<file path="config.mk">
export PLATFORM = sky130hd
export DESIGN_NAME = ad9866_spi_slave
export DESIGN_NICKNAME = d
export VERILOG_FILES = /design/src/rtl/ad9866_pkg.sv /design/src/rtl/ad9866_spi_sync.sv /design/src/rtl/ad9866_spi_slave.sv
export SDC_FILE = /design/constraint.sdc
export NUM_CORES = 1
export LEC_CHECK = 0
export CORE_ASPECT_RATIO = 1.1
export CORE_UTILIZATION = 47
export CTS_CLUSTER_DIAMETER = 60
export DETAILED_ROUTE_END_ITERATION = 6
export GPL_TIMING_DRIVEN = 0
export PLACE_DENSITY = 0.85
export SYNTH_ARGS = -nofsm -noshare
export SYNTH_HDL_FRONTEND = slang
export SYNTH_SLANG_ARGS = --single-unit
export TNS_END_PERCENT = 5
</file>
<file path="constraint.sdc">
create_clock -name clk -period 3 [get_ports clk]
set_clock_uncertainty 0.05 [all_clocks]
set_input_delay 0.6 -clock clk [delete_from_list [all_inputs] [get_ports clk]]
set_output_delay 0.6 -clock clk [all_outputs]
set_load 0.05 [all_outputs]
</file>
<file path="src/rtl/ad9866_pkg.sv">
// Shared definitions for the AD9866 SPI responder: register-file geometry,
// frame field positions, reset contents of the register map and FSM states.
package ad9866_pkg;

   localparam int unsigned AD9866_NREGS = 32;
   localparam int unsigned FRAME_BITS   = 16;
   localparam int unsigned RW_BIT       = 15;
   localparam int unsigned ADDR_MSB     = 12;
   localparam int unsigned ADDR_LSB     = 8;
   localparam int unsigned ADDR_W       = 5;
   localparam int unsigned DATA_W       = 8;
   localparam int unsigned CNT_W        = 5;

   // Register map contents after reset, indexed by address
   localparam logic [7:0] AD9866_REG_RST [0:31] = '{
      8'h80, 8'h00, 8'h00, 8'h00, 8'h40, 8'h40, 8'h00, 8'h00,
      8'h00, 8'hF0, 8'h00, 8'h00, 8'h1F, 8'h00, 8'h00, 8'h00,
      8'h00, 8'h00, 8'h00, 8'h00, 8'h00, 8'h00, 8'h00, 8'h00,
      8'h00, 8'h00, 8'h00, 8'h00, 8'h00, 8'h00, 8'h00, 8'h00
   };

   typedef enum logic [1:0] {
      IDLE,
      SHIFT,
      DONE
   } state_t;

endpackage

</file>
<file path="src/rtl/ad9866_spi_sync.sv">
// Input synchroniser for the SPI pins plus sclk edge detection.
// Ports: clk, rst_n (sync, active low); sclk/sen_n/sdio raw pins in;
//        sen_s/sdio_s synchronised levels; rise_c/fall_c one-clk sclk edge
//        pulses, combinational off the synchroniser outputs.
module ad9866_spi_sync #(
   parameter int unsigned SYNC_STAGES = 2
) (
   input  logic clk,
   input  logic rst_n,
   input  logic sclk,
   input  logic sen_n,
   input  logic sdio,
   output logic sen_s,
   output logic sdio_s,
   output logic rise_c,
   output logic fall_c
);

   logic [SYNC_STAGES-1:0] sclk_sr;
   logic [SYNC_STAGES-1:0] sen_sr;
   logic [SYNC_STAGES-1:0] sdio_sr;
   logic                   sclk_d;

   // Synchroniser chains; sen_n resets to its inactive (high) level
   always_ff @(posedge clk) begin
      if (!rst_n) begin
         sclk_sr <= '0;
         sen_sr  <= '1;
         sdio_sr <= '0;
         sclk_d  <= 1'b0;
      end else begin
         sclk_sr[0] <= sclk;
         sen_sr[0]  <= sen_n;
         sdio_sr[0] <= sdio;
         for (int i = 1; i < SYNC_STAGES; i++) begin
            sclk_sr[i] <= sclk_sr[i-1];
            sen_sr[i]  <= sen_sr[i-1];
            sdio_sr[i] <= sdio_sr[i-1];
         end
         sclk_d <= sclk_sr[SYNC_STAGES-1];
      end
   end

   assign sen_s  = sen_sr[SYNC_STAGES-1];
   assign sdio_s = sdio_sr[SYNC_STAGES-1];
   assign rise_c = sclk_sr[SYNC_STAGES-1] & ~sclk_d;
   assign fall_c = ~sclk_sr[SYNC_STAGES-1] & sclk_d;

endmodule

</file>
<file path="src/rtl/ad9866_spi_slave.sv">
// AD9866 serial-port responder: decodes 16-bit R/nW frames oversampled on clk,
// holds a 32x8 register file and returns read data on sdo.
// Ports: clk, rst_n (sync, active low); sclk/sen_n/sdio SPI pins in;
//        sdo/sdo_oe read data out; wr_stb/wr_addr/wr_data write notification;
//        frame_err aborted-frame pulse; regs_o flat register file.
// Build option: define AD9866_SLV_DCCAL_EN to make reg 0x07 bit0 self-clear
// CAL_CYCLES clocks after it is written as 1.
module ad9866_spi_slave
   import ad9866_pkg::*;
#(
   parameter int unsigned SYNC_STAGES = 2
`ifdef AD9866_SLV_DCCAL_EN
   ,
   parameter int unsigned CAL_CYCLES  = 1024
`endif
) (
   input  logic         clk,
   input  logic         rst_n,
   input  logic         sclk,
   input  logic         sen_n,
   input  logic         sdio,
   output logic         sdo,
   output logic         sdo_oe,
   output logic         wr_stb,
   output logic [4:0]   wr_addr,
   output logic [7:0]   wr_data,
   output logic         frame_err,
   output logic [255:0] regs_o
);

   logic sen_s;
   logic sdio_s;
   logic rise_c;
   logic fall_c;

   ad9866_spi_sync #(
      .SYNC_STAGES (SYNC_STAGES)
   ) u_sync (
      .clk    (clk),
      .rst_n  (rst_n),
      .sclk   (sclk),
      .sen_n  (sen_n),
      .sdio   (sdio),
      .sen_s  (sen_s),
      .sdio_s (sdio_s),
      .rise_c (rise_c),
      .fall_c (fall_c)
   );

   state_t                 state;
   logic [CNT_W-1:0]       bit_cnt;
   logic [FRAME_BITS-2:0]  shreg;
   logic                   rd;
   logic [DATA_W-1:0]      rd_sr;
   logic [DATA_W-1:0]      regs [0:AD9866_NREGS-1];

   // Frame as it stands including the bit arriving with this rise
   logic [FRAME_BITS-1:0]  full_c;
   // Byte-count field is accepted but has no effect
   logic                   unused_nbytes_c;

   assign full_c          = {shreg, sdio_s};
   assign unused_nbytes_c = ^full_c[14:13];

`ifdef AD9866_SLV_DCCAL_EN
   localparam int unsigned CAL_W = $clog2(CAL_CYCLES + 1);
   logic [CAL_W-1:0] cal_cnt;
`endif

   // Frame FSM, register file and registered outputs
   always_ff @(posedge clk) begin
      if (!rst_n) begin
         state     <= IDLE;
         bit_cnt   <= '0;
         shreg     <= '0;
         rd        <= 1'b0;
         rd_sr     <= '0;
         sdo       <= 1'b0;
         sdo_oe    <= 1'b0;
         wr_stb    <= 1'b0;
         wr_addr   <= '0;
         wr_data   <= '0;
         frame_err <= 1'b0;
         for (int a = 0; a < AD9866_NREGS; a++) begin
            regs[a] <= AD9866_REG_RST[a];
         end
`ifdef AD9866_SLV_DCCAL_EN
         cal_cnt   <= '0;
`endif
      end else begin
         wr_stb    <= 1'b0;
         frame_err <= 1'b0;

`ifdef AD9866_SLV_DCCAL_EN
         // Calibration timer; a write in the same cycle overrides below
         if (cal_cnt != '0) begin
            cal_cnt <= cal_cnt - CAL_W'(1);
            if (cal_cnt == CAL_W'(1)) begin
               regs[7][0] <= 1'b0;
            end
         end
`endif

         case (state)
            IDLE: begin
               bit_cnt <= '0;
               rd      <= 1'b0;
               if (!sen_s) begin
                  state <= SHIFT;
               end
            end

            SHIFT: begin
               if (sen_s) begin
                  state     <= IDLE;
                  frame_err <= 1'b1;
                  sdo_oe    <= 1'b0;
                  sdo       <= 1'b0;
               end else if (rise_c) begin
                  shreg   <= full_c[FRAME_BITS-2:0];
                  bit_cnt <= bit_cnt + CNT_W'(1);
                  // Header complete: the low byte of full_c is R/nW, N, addr
                  if (bit_cnt == CNT_W'(7)) begin
                     rd    <= full_c[7];
                     rd_sr <= regs[full_c[4:0]];
                  end
                  if (bit_cnt == CNT_W'(15)) begin
                     state <= DONE;
                     if (!full_c[RW_BIT]) begin
                        regs[full_c[ADDR_MSB:ADDR_LSB]] <= full_c[DATA_W-1:0];
                        wr_stb  <= 1'b1;
                        wr_addr <= full_c[ADDR_MSB:ADDR_LSB];
                        wr_data <= full_c[DATA_W-1:0];
`ifdef AD9866_SLV_DCCAL_EN
                        if (full_c[ADDR_MSB:ADDR_LSB] == ADDR_W'(7)) begin
                           cal_cnt <= full_c[0] ? CAL_W'(CAL_CYCLES) : '0;
                        end
`endif
                     end
                  end
               end else if (fall_c && rd && (bit_cnt >= CNT_W'(8))) begin
                  // Falling edges 8..15 present read data MSB first
                  sdo    <= rd_sr[DATA_W-1];
                  rd_sr  <= {rd_sr[DATA_W-2:0], 1'b0};
                  sdo_oe <= 1'b1;
               end
            end

            DONE: begin
               if (sen_s) begin
                  state  <= IDLE;
                  sdo_oe <= 1'b0;
                  sdo    <= 1'b0;
               end
            end

            default: state <= IDLE;
         endcase
      end
   end

   for (genvar a = 0; a < AD9866_NREGS; a++) begin : g_regs_o
      assign regs_o[8*a +: 8] = regs[a];
   end

endmodule

</file>
==> results of run 1 <==
-- placed cells by master (no fill, tap or decap), types with 4 or more instances in the layout --
| cell | count |
|---|---|
| edfxtp_1 | 256 |
| inv_1 | 4 |
| nor3_1 | 42 |
| clkbuf_16 | 35 |
| buf_4 | 4 |
| nand3b_1 | 4 |
| o21ai_0 | 6 |
| or3b_2 | 4 |
| clkdlybuf4s50_1 | 277 |
| o21ai_4 | 31 |
| mux2i_1 | 10 |
| mux4_2 | 68 |
| nor4_1 | 5 |
| a211oi_1 | 6 |
| nand3_1 | 12 |
| dfxtp_1 | 55 |
| nand2b_1 | 5 |
| buf_2 | 8 |
| buf_6 | 4 |
| clkbuf_1 | 66 |
| nand2_1 | 65 |
| and2_1 | 212 |
| or3_1 | 13 |
| a311o_1 | 6 |
| a221oi_1 | 4 |
| nor2b_1 | 18 |
| a21oi_1 | 32 |
| clkinv_1 | 10 |
| nor2_1 | 51 |
| clkbuf_2 | 12 |
-- flip-flops by register name (all words and copies together) (netlist names), 2 cells and up --
name and count:
wr_data 8, wr_addr 5, bit_cnt 5, shreg 15, state 2, rd_sr 8
u_sync.sen_sr 2, u_sync.sclk_sr 2, u_sync.sdio_sr 2, regs 256
-- worst paths after layout --
kind | startpoint | slack, ns | cells after the start | end
worst min register to register | u_sync.sen_sr[0]$_SDFF_PN1_ | 0.37 | 1 | u_sync.sen_sr[1]$_SDFF_PN1_
worst max-delay path | shreg[1]$_SDFFE_PN0P_ | -0.05 | 8 | rd_sr[4]$_SDFFE_PN0P_
worst min-delay path | u_sync.sen_sr[0]$_SDFF_PN1_ | 0.37 | 1 | u_sync.sen_sr[1]$_SDFF_PN1_
worst max register to register | shreg[1]$_SDFFE_PN0P_ | -0.05 | 8 | rd_sr[4]$_SDFFE_PN0P_
-- stage by stage --
step           area (um^2)  utilization
3_5_place_dp         17300        0.594
3_3_place_gp         17300        0.594
2_1_floorplan        14000            -
4_1_cts              18600        0.640
6_report             18700        0.645
5_1_grt              18700        0.645
-- worst register-to-register path, delay by kind of cell, from the launching register on --
family	cells	cell delay, ns
AND/OR/NAND/NOR	2	0.29
flip-flops	1	0.31
multiplexers	1	0.35
AO/OA/AOI/OAI	2	1.09
buffers and inverters	3	0.84
-- final cells by class --
cell class,count,area share
clock buffer,43,0.0484
tap,368,0.0246
inverter,7,0.00140
clock inverter,18,0.00742
buffer,91,0.0239
timing repair buffer,278,0.149
sequential,311,0.469
multi-input combinational,635,0.276
-- where the power goes --
part           internal [uW]  leakage, uW  switching [uW]  total, uW
sequential              4790      0.00300             118       4910
combinational            304      0.00271             704       1010
clock                   2240     0.000498            1780       4020
total                   7340      0.00622            2600       9940
-- cells by family (layout without fill, tap and decap cells) --
logic type / Yosys count / count (layout) / share of synthesized area
DFF: 311 / 311 / 0.627
adders and majority gates: 3 / 3 / 0.00268
AOI/OAI and AO/OA: 102 / 102 / 0.0442
xor gates and xnor gates: 2 / 2 / 0.00125
muxes: 80 / 80 / 0.118
buffers and inverters: 98 / 437 / 0.0312
and+or+nand+nor: 448 / 448 / 0.176
-- layer usage --
| layer | GRT usage | vias up |
|---|---|---|
| met3 | 0.0872 | 213 |
| li1 | - | 4458 |
| met4 | 0.171 | 0 |
| met2 | 0.520 | 1005 |
| met5 | 0 | - |
| met1 | 0.400 | 5361 |
-- timing repair --
item	in CTS	in global routing
setup endpoints to repair	295	317
gates cloned	0	0
resized for setup	96	40
setup buffers	1	0
pin swaps	1	1
==> impl_metrics.tcl, run 1 <==
set metrics [dict create \
    htreeDepth 2 \
    violations "design-rule violations, max-capacitance violations, max-slew violations, negative setup slack" \
    yosysWarnings 0 \
    place_congestion 0.979 \
    end_kind "register" \
    cts.sinks 311 \
    dr_wl_met3_um 6910 \
    grt_max_degree 15 \
    p_leak_uw 0.00622 \
    grt_overflow_total 0 \
    clock.fmax_ghz 0.328 \
    synth_top_area_cell "edfxtp_1" \
    synth_most_common_cell "edfxtp_1" \
    antenna_found_initial 1 \
    synth-async-reset-ratio 0 \
    syn_inst 1044 \
    cap_violations 1 \
    dp.cells 1689 \
    multi_input_area_um2 5170 \
    p_per_area_nw_per_um2 531 \
    dp_hpwl_um 35900 \
    postCtsHoldBufs 0 \
    first_iter_violations 1532 \
    register_area_um2 8790 \
    routed-via-count 11037 \
    ir_worst_vdd_v 0.000329 \
    drtPass1Iterations 7 \
    num_rows 65 \
    drt_wl_total_um 50200 \
    period_share 1.02 \
    synth_ff_type "edfxtp_1" \
    antenna_cells_inserted 0 \
    outcome "finished, violations left" \
    slowest_delay_ns 0.75 \
    fin_nets 1366 \
    crit_slowest_cell "a2111oi_0" \
    path_cells "buf_2 -> buf_4 -> buf_4 -> mux4_2 -> nor2b_1 -> a2111oi_0 -> nor4_1 -> a311o_1" \
    grt_pass1_vias 10725 \
    ys_seq_area_frac 0.627 \
    syn_area_um2 14000 \
    via_per_inst 6.30 \
    tns_ns -0.172 \
    ios 278 \
    postSynthAreaPerCell_um2 13.4 \
    hold_viol_final 0 \
    critPathLaunchType "register" \
    fill_cells 2042 \
    initial_core_util 0.483 \
    coreArea_um2 29000 \
    insertion_delay_ns 0.54 \
    die_w_um 167 \
    cts_tree "yes" \
    synth_edf_count 256 \
    synthTopCellsByCount "edfxtp_1 (256), and2_1 (212), clkbuf_1 (70)" \
    crit_fanout 10 \
    grt_setup_unrepaired "yes" \
    slew_headroom -0.0230 \
    synthDistinctLibCells 48 \
    clock_path_buffers 3 \
    drt-met1-wl_um 16600 \
    route.met2.wl_um 23600 \
    drv_slew 11 \
    chipHeight_um 183 \
    period_needed_ns 3.05 \
    fin_cells 1751 \
    hold-worst-slack_ns 0.366 \
    layout_setup_ws_ns -0.0532 \
    drc_errors 1 \
    worstSetupPathType "reg -> reg" \
    cts_buffers 34 \
    root_buffer "clkbuf_16" \
    cp_top_family "compound AO/OA/AOI/OAI gates" \
    required_ns 3.35 \
    pre_cts_ws_ns -0.993 \
    port-buffer-count 277 \
    drive_gt1_frac 0.138 \
    die_area_um2 30500 \
    setup_viol 8 \
    tightest_slew_ns 1.53 \
    holdCritPathClass "reg -> reg" \
    power.total_uw 9940 \
    synth.net_count 1052 \
    clkSlewWorstSetupHoldPaths_ns 0.06 \
    yosys-top-cells-area "edfxtp_1 (55%), mux4_2 (11%), and2_1 (9.5%), dfxtp_1 (7.9%), clkbuf_1 (1.9%)" \
    highest_layer "met4" \
    synth-seq-cells 311 \
    cp.arrival_ns 3.40 \
    crit_buf_inv 3 \
    grt_usage 0.322 \
    synth_top_cell_area_share 0.548 \
    routedWlPerCell_um 28.7 \
    cpMostUsedCell "buf_4" \
    drtAntennaViolNets 0 \
    grt_pass1_wl_um 71100 \
    syn2layout_area_growth_pct 33.6 \
]
Power figures use the tool's default switching activity.
==> run 2: changes to the inputs <==
--- a/config.mk
+++ b/config.mk
@@ -11,6 +11,7 @@
 export DETAILED_ROUTE_END_ITERATION = 6
 export GPL_TIMING_DRIVEN = 0
 export PLACE_DENSITY = 0.85
+export SLEW_MARGIN = 20
 export SYNTH_ARGS = -nofsm -noshare
 export SYNTH_HDL_FRONTEND = slang
 export SYNTH_SLANG_ARGS = --single-unit
==> run 2 against run 1 <==
  * Power rose by 4.4%
  * Wire length fell by 1.1%
  * Via count rose by 0.53%
  * Core utilization rose by 0.22 points
  * The run ends with design-rule violations, negative setup slack left
==> impl_metrics.tcl, run 2 (synthesis gave the netlist of run 1 again) <==
set metrics [dict create \
    clock.fmax_ghz 0.331 \
    drv_slew 0 \
    num_rows 65 \
    chipHeight_um 183 \
    largest_register "regs" \
    grt_overflow_total 0 \
    crit_fanout 10 \
    fin_cells 1752 \
    ir_worst_vdd_v 0.000459 \
    violations "design-rule violations, negative setup slack" \
    grt_setup_unrepaired "yes" \
    drtPass1Iterations 7 \
    grt_pass1_vias 10686 \
    clkSlewWorstSetupHoldPaths_ns 0.06 \
    via_per_inst 6.33 \
    syn2layout_area_growth_pct 34.1 \
    worstSetupPathType "reg -> reg" \
    cts_buffers 34 \
    cts_tree "yes" \
    end_kind "register" \
    postCtsHoldBufs 0 \
    cts.sinks 311 \
    utilization 0.647 \
    layout_setup_ws_ns -0.0193 \
    reg.largest.list "regs (256), shreg (15)" \
    ios 278 \
    dp_hpwl_um 35800 \
    drtAntennaViolNets 0 \
    routed-via-count 11095 \
    grt_usage 0.321 \
    setup_viol 3 \
    htreeDepth 2 \
    outcome "finished, violations left" \
    largest_reg_flops 256 \
    first_iter_violations 1689 \
    period_needed_ns 3.02 \
    insertion_delay_ns 0.54 \
    drive_gt1_frac 0.139 \
    grt_pass1_wl_um 70500 \
    grt_max_degree 15 \
    die_area_um2 30500 \
    place_congestion 0.979 \
    dp.cells 1689 \
    period_share 1.01 \
    slew_headroom 0.134 \
    initial_core_util 0.483 \
    holdCritPathClass "reg -> reg" \
    required_ns 3.35 \
    p_per_area_nw_per_um2 552 \
    drc_errors 2 \
    coreArea_um2 29000 \
    clock_path_buffers 3 \
    final_cell_mix "clkdlybuf4s50_1 (277), edfxtp_1 (256), and2_1 (212)" \
    p_leak_uw 0.00627 \
    tightest_slew_ns 1.30 \
    port-buffer-count 277 \
    die_w_um 167 \
    fin_nets 1365 \
    cap_violations 0 \
    antenna_found_initial 1 \
    final_common_cell "clkdlybuf4s50_1" \
    power.total_uw 10400 \
    pre_cts_ws_ns -0.869 \
    cp.arrival_ns 3.37 \
    critPathLaunchType "register" \
    hold_viol_final 0 \
    root_buffer "clkbuf_16" \
    routedWlPerCell_um 28.3 \
    drt_wl_total_um 49600 \
    post_cts_buffers 0 \
    tns_ns -0.0327 \
]
run 2: changes by cell type in the layout (fill, tap and decap cells not counted), moves of 2 or more:
cell	delta
clkbuf_2	-7
clkinvlp_4	-3
clkbuf_1	+2
bufinv_16	+5
clkinv_1	-4
buf_2	+3
buf_4	+2
o21ai_4	-7
o21ai_2	+7
run 2: final timing paths:
check | startpoint | end | slack, ns | cells after the start
setup / recovery | shreg[1]$_SDFFE_PN0P_ | rd_sr[2]$_SDFFE_PN0P_ | -0.02 | 8
hold / removal | u_sync.sen_sr[0]$_SDFF_PN1_ | u_sync.sen_sr[1]$_SDFF_PN1_ | 0.37 | 1
setup reg to reg | shreg[1]$_SDFFE_PN0P_ | rd_sr[2]$_SDFFE_PN0P_ | -0.02 | 8
hold reg to reg | u_sync.sen_sr[0]$_SDFF_PN1_ | u_sync.sen_sr[1]$_SDFF_PN1_ | 0.37 | 1
run 2: cell type report:
cell class              count  area [um^2]
well taps                 368          460
diodes                      1         2.50
repair buffers            277         2770
fillers                  2043        10200
clock inverters            19          274
inverters                   7         26.3
plain buffers              91          443
multi-input cells         635         5120
clock buffers              43          906
flip-flops and latches    311         8790
run 2: timing repair:
item                                    in CTS  in global routing
endpoints found under the setup margin     303                335
gates cloned                                 0                  0
pin swaps                                    0                  1
resized for setup                           73                 33
run 2: metal layers:
metal / GRT usage / vias to the layer above / wire length (um)
li1: - / 4453 / -
met1: 0.395 / 5420 / 16600
met2: 0.525 / 1024 / 23500
met3: 0.0872 / 198 / 6850
met4: 0.159 / 0 / 2710
met5: 0 / - / 0
run 2: report_power, final:
group	internal (uW)	switching [uW]	total, uW
sequential	4790	117	4910
clock	2680	1790	4470
combinational	299	700	999
total	7780	2600	10400
run 2: through the flow:
step                      area [um^2]  hold WS [ns]
after floorplan                 14000         0.336
after global placement          17300         0.344
after detailed placement        17300         0.354
after CTS                       18700         0.367
after global routing            18800         0.393
final                           18800         0.372
run 2: critical path, cell delays in order, from the launching register on:
cell	delay, ns
dfxtp_1	0.32
buf_2	0.27
buf_4	0.32
buf_4	0.28
buf_4	0.30
mux4_2	0.38
a211oi_1	0.47
nor4_1	0.17
a311o_1	0.35
==> run 3: changes to the inputs <==
--- a/config.mk
+++ b/config.mk
@@ -11,7 +11,7 @@
 export DETAILED_ROUTE_END_ITERATION = 6
 export GPL_TIMING_DRIVEN = 0
 export PLACE_DENSITY = 0.85
-export SLEW_MARGIN = 20
+export SLEW_MARGIN = 0
 export SYNTH_ARGS = -nofsm -noshare
 export SYNTH_HDL_FRONTEND = slang
 export SYNTH_SLANG_ARGS = --single-unit
==> results of run 3 <==
The final DEF is identical to that of run 1; final timing and power are the same.
